==> config.mk <==
export PLATFORM = sky130hd
export DESIGN_NAME = uart_cmd_rx
export DESIGN_NICKNAME = d
export VERILOG_FILES = /design/src/rtl/uart_cmd_rx.sv
export SDC_FILE = /design/constraint.sdc
export NUM_CORES = 1
export LEC_CHECK = 0
export BUFFER_PORTS_ARGS = -buffer_cell sky130_fd_sc_hd__buf_2
export CORE_MARGIN = 2
export CORE_UTILIZATION = 40
export DETAILED_ROUTE_END_ITERATION = 10
export GPL_ROUTABILITY_DRIVEN = 0
export PLACE_DENSITY_LB_ADDON = 0.1
export SKIP_LAST_GASP = 1
export SLEW_MARGIN = 20
export SYNTH_ARGS = -nofsm -noshare
export SYNTH_HDL_FRONTEND = slang
export SYNTH_SLANG_ARGS = --single-unit
==> constraint.sdc <==
create_clock -name clk -period 2.6 [get_ports clk]
set_clock_uncertainty 0.05 [all_clocks]
set_input_delay 0.52 -clock clk [delete_from_list [all_inputs] [get_ports clk]]
set_output_delay 0.52 -clock clk [all_outputs]
set_load 0.01 [all_outputs]
==> src/rtl/uart_cmd_rx.sv <==
// uart_cmd_rx: UART receiver with synchroniser, 3-sample majority vote, optional parity and framing-error pulse.
module uart_cmd_rx #(
    parameter int CLK_FREQ   = 50000000,
    parameter int BAUD       = 115200,
    parameter int PARITY_EN  = 0,
    parameter int PARITY_ODD = 0
) (
    input  logic       clk,
    input  logic       rst_n,
    input  logic       rx,
    output logic [8:0] rs232_data,
    output logic       rs232_flag,
    output logic       frame_err,
    output logic       busy
);
    localparam int BAUD_DIV = CLK_FREQ / BAUD;
    localparam int MID = BAUD_DIV / 2;

    typedef enum logic [2:0] {IDLE, START, DATA, PARITY, STOP, WAIT_HIGH} state_t;

    state_t      state_q, state_d;
    logic        rx_s1_q, rx_s_q, rx_prev_q;
    logic [2:0]  vld_q;
    logic [15:0] bcnt_q, bcnt_d;
    logic [2:0]  idx_q, idx_d;
    logic [7:0]  shift_q, shift_d;
    logic [1:0]  smp_q, smp_d;
    logic        perr_q, perr_d;
    logic [8:0]  data_q, data_d;
    logic        flag_q, flag_d, ferr_q, ferr_d;
    logic        fall, vote, at_mid1, at_end;

    // vld_q marks when rx_prev_q holds a real line sample, so a line low out of reset is not an edge
    assign fall    = vld_q[2] & rx_prev_q & ~rx_s_q;
    assign vote    = (smp_q[0] & smp_q[1]) | (rx_s_q & (smp_q[0] | smp_q[1]));
    assign at_mid1 = bcnt_q == 16'(MID + 1);
    assign at_end  = bcnt_q == 16'(BAUD_DIV - 1);

    always_comb begin
        state_d  = state_q;
        bcnt_d   = at_end ? 16'd0 : bcnt_q + 16'd1;
        idx_d    = idx_q;
        shift_d  = shift_q;
        perr_d   = perr_q;
        data_d   = data_q;
        flag_d   = 1'b0;
        ferr_d   = 1'b0;
        smp_d[0] = (bcnt_q == 16'(MID - 1)) ? rx_s_q : smp_q[0];
        smp_d[1] = (bcnt_q == 16'(MID)) ? rx_s_q : smp_q[1];
        case (state_q)
            IDLE: begin
                bcnt_d = 16'd0;
                if (fall) begin
                    state_d = START;
                    perr_d  = 1'b0;
                    idx_d   = 3'd0;
                end
            end
            START: begin
                if (at_mid1 && vote) begin
                    state_d = IDLE;
                    bcnt_d  = 16'd0;
                end else if (at_end) begin
                    state_d = DATA;
                end
            end
            DATA: begin
                if (at_mid1) shift_d = {vote, shift_q[7:1]};
                if (at_end) begin
                    idx_d = idx_q + 3'd1;
                    if (idx_q == 3'd7) state_d = (PARITY_EN != 0) ? PARITY : STOP;
                end
            end
            PARITY: begin
                if (at_mid1) perr_d = ^shift_q ^ vote ^ 1'(PARITY_ODD);
                if (at_end) state_d = STOP;
            end
            STOP: begin
                if (at_mid1) begin
                    bcnt_d  = 16'd0;
                    state_d = vote ? IDLE : WAIT_HIGH;
                    flag_d  = vote;
                    ferr_d  = ~vote;
                    data_d  = vote ? {perr_q, shift_q} : data_q;
                end
            end
            WAIT_HIGH: begin
                bcnt_d = 16'd0;
                if (rx_s_q) state_d = IDLE;
            end
            default: state_d = IDLE;
        endcase
    end

    always_ff @(posedge clk or negedge rst_n) begin
        if (!rst_n) begin
            rx_s1_q   <= 1'b1;
            rx_s_q    <= 1'b1;
            rx_prev_q <= 1'b1;
            vld_q     <= 3'd0;
            state_q   <= IDLE;
            bcnt_q    <= 16'd0;
            idx_q     <= 3'd0;
            shift_q   <= 8'd0;
            smp_q     <= 2'd0;
            perr_q    <= 1'b0;
            data_q    <= 9'd0;
            flag_q    <= 1'b0;
            ferr_q    <= 1'b0;
        end else begin
            rx_s1_q   <= rx;
            rx_s_q    <= rx_s1_q;
            rx_prev_q <= rx_s_q;
            vld_q     <= {vld_q[1:0], 1'b1};
            state_q   <= state_d;
            bcnt_q    <= bcnt_d;
            idx_q     <= idx_d;
            shift_q   <= shift_d;
            smp_q     <= smp_d;
            perr_q    <= perr_d;
            data_q    <= data_d;
            flag_q    <= flag_d;
            ferr_q    <= ferr_d;
        end
    end

    assign rs232_data = data_q;
    assign rs232_flag = flag_q;
    assign frame_err  = ferr_q;
    assign busy       = state_q != IDLE;
endmodule

==> results.json, run 1 <==
{
  "status": "finished, final reports clean",
  "nFillCells": 544,
  "synth_edf_count": 0,
  "cts.htree.levels": 2,
  "firstDrtPassIters": 4,
  "synthesis.nets": 213,
  "cp_max_fo": 10,
  "ys_seq_area_frac": 0.527,
  "post-dp-hpwl_mm": 3.05,
  "drive_gt1_frac": 0.254,
  "p_clk_frac": 0.280,
  "synthCells": 204,
  "ys.flop_type": "dfrtp_1",
  "die_w_um": 81.1,
  "yosysUniqueCellTypes": 45,
  "clockBufferDepth": 2,
  "nets": 232,
  "cts_buffers": 5,
  "totalWireLength_mm": 4.27,
  "grt_usage": 0.151,
  "start_kind": "flip-flop",
  "clock-sinks": 50,
  "p_leak_nw": 1.24,
  "clock_latency_ns": 0.30,
  "use_met3": 0.0367,
  "die_h_um": 81.1,
  "cts_resized": 0,
  "dp_cells": 291,
  "combPwrFrac": 0.198,
  "max_cap_violations": 0,
  "hold_viol": 0,
  "rsz0062_at_grt": "no",
  "synthTopCellsByArea": "dfrtp_1, mux2_2, xnor2_1",
  "yosysTopAreaCell": "dfrtp_1",
  "setup_violations": 0,
  "power_mw": 1.67,
  "root_buffer": "clkbuf_8",
  "grt_antenna_before_repair": 0,
  "fin_ws_ns": 0.357,
  "max_freq_ghz": 0.446,
  "area_growth_pct": 10.7,
  "grt_pass1_wl_mm": 7.44,
  "vias": 1527,
  "routed_via_density": 5.11,
  "synth_top_area_share": 0.494,
  "vdd.ir_drop.worst_uv": 279,
  "yosys_warnings": 0,
  "core-area_mm2": 0.00585,
  "end_kind": "flip-flop",
  "p_sw_mw": 0.535,
  "syn-mean-instance-area_um2": 11.7,
  "relSlewSlack": 0.583,
  "use_met2": 0.231,
  "first_iter_violations": 163,
  "grt-ovfl-total": 0,
  "yosysMostFrequentCell": "dfrtp_1",
  "syn_area_mm2": 0.00238,
  "worst_pin_slew_ns": 0.625,
  "port_buffers": 14,
  "power.density_mw_per_mm2": 633,
  "ant_nets": 0,
  "cp.required_ns": 2.75,
  "synthArstFlopShare": 1.00,
  "grt_pass1_vias": 1543,
  "critical_path_class": "flip-flop to flip-flop",
  "post_cts_buffers": 0,
  "start_util": 0.407,
  "path_clk_slew_ns": 0.09,
  "dieArea_mm2": 0.00658,
  "synthTopCellsByCount": "dfrtp_1, nor2_1, mux2_2",
  "arrival_ns": 2.39,
  "switching_share": 0.321,
  "dpl_worst_slack_ns": 0.352,
  "intPower_mw": 1.13,
  "drc": 0,
  "final_cells": 299,
  "ctsHoldBuffers": 0,
  "row_count": 28,
  "cts_tree": "yes",
  "final.setup.tns_ns": 0,
  "wl_per_cell_um": 14.3,
  "synth-seq-cells": 50,
  "hold_path.class": "input port to async pin",
  "regArea_mm2": 0.00125,
  "grt_max_degree": 51,
  "finalCriticalPeriod_ns": 2.24,
  "power_frac_seq": 0.522,
  "antenna_cells": 0,
  "busiest_layer": "met2",
  "multi_input_area_mm2": 0.00106,
  "fin_crit_sh": 0.863,
  "io_pins": 15,
  "grtUsageMet1": 0.206,
  "maxSlewViolCount": 0
}
## logic make-up after synthesis
kind of cell / after synthesis / synth area share
flops: 50 / 0.527
buf+inv: 17 / 0.0289
compound gates: 17 / 0.0547
other cells: 1 / 0.00158
xor+xnor: 23 / 0.0846
mux: 20 / 0.0941
simple gates: 69 / 0.173
fa+ha+maj: 7 / 0.0358
## routing by layer
layer | wire length [um] | vias up
li1 | - | 743
met1 | 2050 | 756
met2 | 2020 | 20
met3 | 110 | 8
met4 | 93 | 0
met5 | 0 | -
## cells in the final DEF (no fill, tap or decap), drive strengths merged, types with 4 or more instances in the layout
master,n
dfrtp,47
xnor2,16
nand2,12
buf,17
mux2,19
nor2,22
nand3,5
and4,4
nor4,4
clkbuf,5
inv,14
ha,6
o21ai,6
xor2,7
nand4,6
## sequential cells by signal, indices dropped and copies added, names as in the netlist
register / flops
state_q: 3
rx_s_q: 1
perr_q: 1
rx_s1_q: 1
rx_prev_q: 1
shift_q: 8
idx_q: 3
smp_q: 2
bcnt_q: 16
vld_q: 3
rs232_data: 9
frame_err: 1
rs232_flag: 1
## layout make-up
| type | count | share of cell area |
|---|---|---|
| clock buffers | 5 | 0.0261 |
| flip-flops and latches | 50 | 0.476 |
| multi-input cells | 137 | 0.401 |
| inverters | 12 | 0.0171 |
| well taps | 75 | 0.0356 |
| clock inverters | 3 | 0.00855 |
| repair buffers | 17 | 0.0352 |
## power groups by stage
stage	clock network, mW	registers [mW]	logic, mW
6_report	0.466	0.870	0.330
2_1_floorplan	0	0.856	0.260
3_3_place_gp	0	0.882	0.324
4_1_cts	0.487	0.869	0.335
5_1_grt	0.515	0.877	0.373
3_5_place_dp	0	0.884	0.333
## final timing paths
kind,start,endpoint,slack (ns),depth (start not counted)
min in group clk,rx,rx_s1_q,0.25,1
hold reg to reg,vld_q[0],vld_q[1],0.31,0
setup / recovery,bcnt_q[2],rs232_data[1],0.36,5
setup reg to reg,bcnt_q[2],rs232_data[1],0.36,5
hold / removal,rst_n,idx_q[0],0.25,2
max in group asynchronous,rst_n,bcnt_q[5],1.82,2
## worst max-delay path: stages (launching register included)
cell and delay, ns:
dfrtp_1 0.46, nor4_1 0.44, and4_1 0.48, nand2_4 0.11, nor2_8 0.22, mux2_2 0.37
## stage by stage
stage	hold slack, ns	util	cell area [um2]
floorplan	0.174	-	2380
global placement	0.294	0.435	2540
detailed placement	0.294	0.435	2540
CTS	0.241	0.450	2630
global route	0.236	0.450	2630
finish	0.253	0.450	2630
Power figures use the tool's default switching activity.
==> run 2, diff against run 1 <==
==> constraint.sdc (replaced) <==
create_clock -name clk -period 2.1 [get_ports clk]
set_clock_uncertainty 0.05 [all_clocks]
set_input_delay 0.42 -clock clk [delete_from_list [all_inputs] [get_ports clk]]
set_output_delay 0.42 -clock clk [all_outputs]
set_load 0.05 [all_outputs]
==> run 2 against run 1 <==
  * Wire length up 12%
  * Sequential power up 23%
  * Power up 48%
  * Largest power group unchanged
  * Worst setup slack worse by 0.27 ns
  * Flip-flop and latch count unchanged
==> results.json, run 2 (synthesis gave the netlist of run 1 again) <==
{
  "status": "finished, final reports clean",
  "maxSlewViolCount": 0,
  "clock-sinks": 50,
  "relSlewSlack": 0.625,
  "die_w_um": 81.1,
  "die_h_um": 81.1,
  "area_growth_pct": 18.9,
  "power_mw": 2.47,
  "cts.htree.levels": 2,
  "grt_antenna_before_repair": 0,
  "p_clk_frac": 0.328,
  "totalWireLength_mm": 4.80,
  "hold_path.class": "input port to async pin",
  "layout_commonest_cell": "dfrtp_1",
  "io_pins": 15,
  "final_cell_mix": "dfrtp_1, nor2_1, mux2_2, xnor2_1, buf_4",
  "cp_max_fo": 10,
  "wl_per_cell_um": 15.4,
  "grt-ovfl-total": 0,
  "cp.required_ns": 2.24,
  "port_buffers": 14,
  "root_buffer": "clkbuf_8",
  "arrival_ns": 2.16,
  "cts_buffers": 5,
  "post-dp-hpwl_mm": 3.40,
  "power.density_mw_per_mm2": 872,
  "drc": 0,
  "worst_pin_slew_ns": 0.562,
  "combPwrFrac": 0.238,
  "row_count": 28,
  "power_frac_seq": 0.434,
  "worstRegToRegCells": 5,
  "core-area_mm2": 0.00585,
  "vias": 1599,
  "place_area_mm2": 0.00265,
  "drive_gt1_frac": 0.325,
  "regMostFlops": "bcnt_q",
  "r2r-end": "rs232_data[8]",
  "first_iter_violations": 103,
  "critical_path_class": "flip-flop to flip-flop",
  "dpl_worst_slack_ns": -0.176,
  "switching_share": 0.301,
  "reg2reg_slack_ns": 0.08,
  "hold_slack_ns": 0.0417,
  "max_cap_violations": 0,
  "start_kind": "flip-flop",
  "grt_pass1_vias": 1696,
  "p_sw_mw": 0.744,
  "clock_latency_ns": 0.30,
  "r2r_start": "bcnt_q[8]",
  "max_freq_ghz": 0.496,
  "start_util": 0.407,
  "p_leak_nw": 1.34,
  "ant_nets": 0,
  "path_clk_slew_ns": 0.10,
  "grt_pass1_wl_mm": 8.31,
  "routed_via_density": 5.13,
  "clockBufferDepth": 2,
  "end_kind": "flip-flop",
  "cts_tree": "yes",
  "dieArea_mm2": 0.00658,
  "finish.utilization": 0.484,
  "grt_max_degree": 26,
  "firstDrtPassIters": 4,
  "intPower_mw": 1.72,
  "grt_usage": 0.167,
  "fin_crit_sh": 0.960,
  "setup_violations": 0,
  "largest_reg_flops": 16,
  "antenna_cells": 0,
  "finalCriticalPeriod_ns": 2.02,
  "fin_ws_ns": 0.0843,
  "finalInstanceArea_mm2": 0.00283,
  "vdd.ir_drop.worst_uv": 401,
  "hold_viol": 0,
  "nets": 245
}
run 2: cell types whose count changed in the layout (fill, tap and decap cells not counted), sizes merged:
| cell | change |
|---|---|
| buf | +13 |
| bufinv | +2 |
| inv | -2 |
run 2: area by class of cell:
| type | count | area (um2) |
|---|---|---|
| Clock buffer | 5 | 68.8 |
| Clock inverter | 3 | 68.8 |
| Fill cell | 531 | 3020 |
| Inverter | 12 | 45.0 |
| Multi-Input combinational cell | 137 | 1100 |
| Sequential cell | 50 | 1250 |
| Tap cell | 75 | 93.8 |
| Timing Repair Buffer | 30 | 203 |
run 2: stage by stage:
stage / instances / setup TNS [ns]
finish: 312 / 0
global route: 312 / -0.0185
CTS: 311 / 0
detailed placement: 303 / -3.42
global placement: 303 / -2.22
floorplan: 204 / 0
run 2: worst max-delay path, cell delays in order (launching register included):
cell	delay [ns]
dfrtp_1	0.41
nor4bb_2	0.40
and4_4	0.37
nand2_4	0.08
nor2_8	0.23
mux2_2	0.37
run 2: how the worst max path moves through the flow:
stage / from / endpoint / slack [ns] / depth (start not counted)
2_1_floorplan: bcnt_q[0] / state_q[0] / 0.15 / 8
3_3_place_gp: bcnt_q[13] / bcnt_q[2] / -0.12 / 5
3_5_place_dp: bcnt_q[13] / bcnt_q[2] / -0.18 / 5
4_1_cts: bcnt_q[1] / state_q[0] / 0.03 / 7
5_1_grt: bcnt_q[8] / rs232_data[8] / -0.009 / 5
6_report: bcnt_q[8] / rs232_data[8] / 0.08 / 5
run 2: per-layer routing:
layer,global-route usage,part of all wire,vias to the layer above
met5,0,0,-
met4,0.0729,0.023,0
met3,0.0400,0.032,12
met2,0.264,0.48,23
met1,0.220,0.46,800
li1,-,-,764
run 2: power groups by stage:
stage / clock network, mW / registers (mW) / logic (mW)
3_3_place_gp: 0 / 1.08 / 0.531
4_1_cts: 0.834 / 1.07 / 0.564
5_1_grt: 0.869 / 1.08 / 0.636
2_1_floorplan: 0 / 1.06 / 0.357
6_report: 0.809 / 1.07 / 0.588
3_5_place_dp: 0 / 1.08 / 0.558
run 2: timing repair:
| item | 4_1_cts | 5_1_grt |
|---|---|---|
| setup buffers | 0 | 1 |
| pin swaps | 0 | 1 |
| hold endpoints to repair | 0 | 0 |
| setup endpoints to repair | 36 | 24 |
| hold buffers | 0 | 0 |
| gates resized for setup | 6 | 4 |
==> run 3, diff against run 2 <==
Settings changed: CORE_ASPECT_RATIO set to 0.8, CTS_BUF_LIST set to sky130_fd_sc_hd__clkbuf_4 sky130_fd_sc_hd__clkbuf_8.
==> run 3 against run 2 <==
  * Critical endpoint is now rs232_data[5]
  * The flow now finishes with violations (setup timing)
  * Critical path depth unchanged
  * First-iteration DRC count shrank 25%
  * Critical path type unchanged
  * Highest routed layer unchanged
  * Largest power group unchanged
  * Sequential share of layout area about the same
==> results.json, run 3 (synthesis gave the netlist of run 1 again) <==
{
  "status": "complete, but fails checks",
  "violations": "setup timing",
  "post_cts_buffers": 0,
  "firstDrtPassIters": 4,
  "ctsHoldBuffers": 0,
  "hold_viol": 0,
  "clock_latency_ns": 0.30,
  "slowest_stage": "and4_2",
  "totalWireLength_mm": 4.44,
  "hold_slack_ns": 0.0353,
  "fin_crit_sh": 1.02,
  "grt_pass1_wl_mm": 7.62,
  "hold_path.class": "input port to async pin",
  "antenna_cells": 0,
  "largest_reg_flops": 16,
  "dp_cells": 314,
  "final_cell_mix": "dfrtp_1, nor2_1, mux2_2, buf_4, xnor2_1",
  "layout_commonest_cell": "dfrtp_1",
  "finalCriticalPeriod_ns": 2.13,
  "drive_gt1_frac": 0.328,
  "fin_ws_ns": -0.0350,
  "die_h_um": 73.0,
  "dieArea_mm2": 0.00659,
  "final_cells": 322,
  "nFillCells": 552,
  "ant_nets": 0,
  "cp_top_family": "simple AND/OR/NAND/NOR gates",
  "grt_max_degree": 29,
  "reg2reg_slack_ns": -0.03,
  "grt_pass1_vias": 1614,
  "crit_buf_inv": 0,
  "vdd.ir_drop.worst_uv": 507,
  "start_util": 0.409,
  "cp_max_fo": 10,
  "port_buffers": 14,
  "cts_resized": 3,
  "rsz0062_at_grt": "yes",
  "regMostFlops": "bcnt_q",
  "grt-ovfl-total": 0,
  "worstRegToRegCells": 5,
  "p_leak_nw": 1.35,
  "path_cells": "nor4_1 > and4_2 > nand2_4 > nor2_8 > mux2_2",
  "maxSlewViolCount": 0,
  "core-area_mm2": 0.00582,
  "max_freq_ghz": 0.468,
  "cp.required_ns": 2.24,
  "r2r-end": "rs232_data[5]",
  "clock-sinks": 50,
  "cts_buffers": 5,
  "clockBufferDepth": 2,
  "max_cap_violations": 0,
  "drc": 0,
  "worst_pin_slew_ns": 0.524,
  "slowest_delay_ns": 0.45,
  "end_kind": "flip-flop",
  "r2r_start": "bcnt_q[2]",
  "grt_antenna_before_repair": 0,
  "routed_via_density": 4.90,
  "relSlewSlack": 0.651,
  "io_pins": 15,
  "die_w_um": 90.2,
  "nets": 249,
  "critical_path_class": "flip-flop to flip-flop",
  "root_buffer": "clkbuf_8",
  "cts.htree.levels": 2,
  "finish.utilization": 0.487,
  "wl_per_cell_um": 13.8,
  "post-dp-hpwl_mm": 3.18,
  "cts_tree": "yes",
  "arrival_ns": 2.28,
  "area_growth_pct": 19.0,
  "power.density_mw_per_mm2": 825,
  "first_iter_violations": 77,
  "setup_violations": 9,
  "power_mw": 2.34,
  "path_clk_slew_ns": 0.09,
  "grt_usage": 0.146,
  "start_kind": "flip-flop",
  "vias": 1577,
  "row_count": 25
}
-- run 3: changes by cell type in the layout (fill, tap and decap cells not counted), sizes merged --
cell / delta
bufinv: -1
buf: +4
inv: +1
-- run 3: cell type report --
type,count,area (um2),area share
Sequential cell,50,1250,0.443
Multi-Input combinational cell,137,1070,0.379
Timing Repair Buffer,34,245,0.0866
Tap cell,81,101,0.0358
Clock buffer,5,68.8,0.0243
Inverter,12,45.0,0.0159
Clock inverter,3,43.8,0.0155
-- run 3: report_power, final --
group,switching [mW],internal (mW)
sequential,0.0612,1.01
combinational,0.337,0.240
clock,0.330,0.357
-- run 3: how the worst max path moves through the flow --
stage | startpoint | endpoint | slack (ns) | cells past startpoint
6_report | bcnt_q[2] | rs232_data[5] | -0.03 | 5
5_1_grt | bcnt_q[2] | rs232_data[8] | -0.12 | 5
4_1_cts | state_q[0] | busy | 0.007 | 3
3_5_place_dp | bcnt_q[13] | rs232_data[5] | -0.12 | 5
3_3_place_gp | bcnt_q[13] | rs232_data[3] | -0.09 | 5
2_1_floorplan | bcnt_q[0] | state_q[0] | 0.15 | 8
-- run 3: per-stage QoR --
stage | TNS, ns | setup WS (ns) | instance area (um2)
after global routing | -1.58 | -0.117 | 2830
after CTS | 0 | 0.00748 | 2830
after global placement | -1.09 | -0.0912 | 2700
after detailed placement | -1.70 | -0.122 | 2700
after floorplan | 0 | 0.151 | 2380
final | -0.276 | -0.0350 | 2830
-- run 3: routing by layer --
metal	routed length, um	GRT usage
met5	0	0
met2	1890	0.221
met3	157	0.0382
met1	2340	0.214
met4	49	0.0308
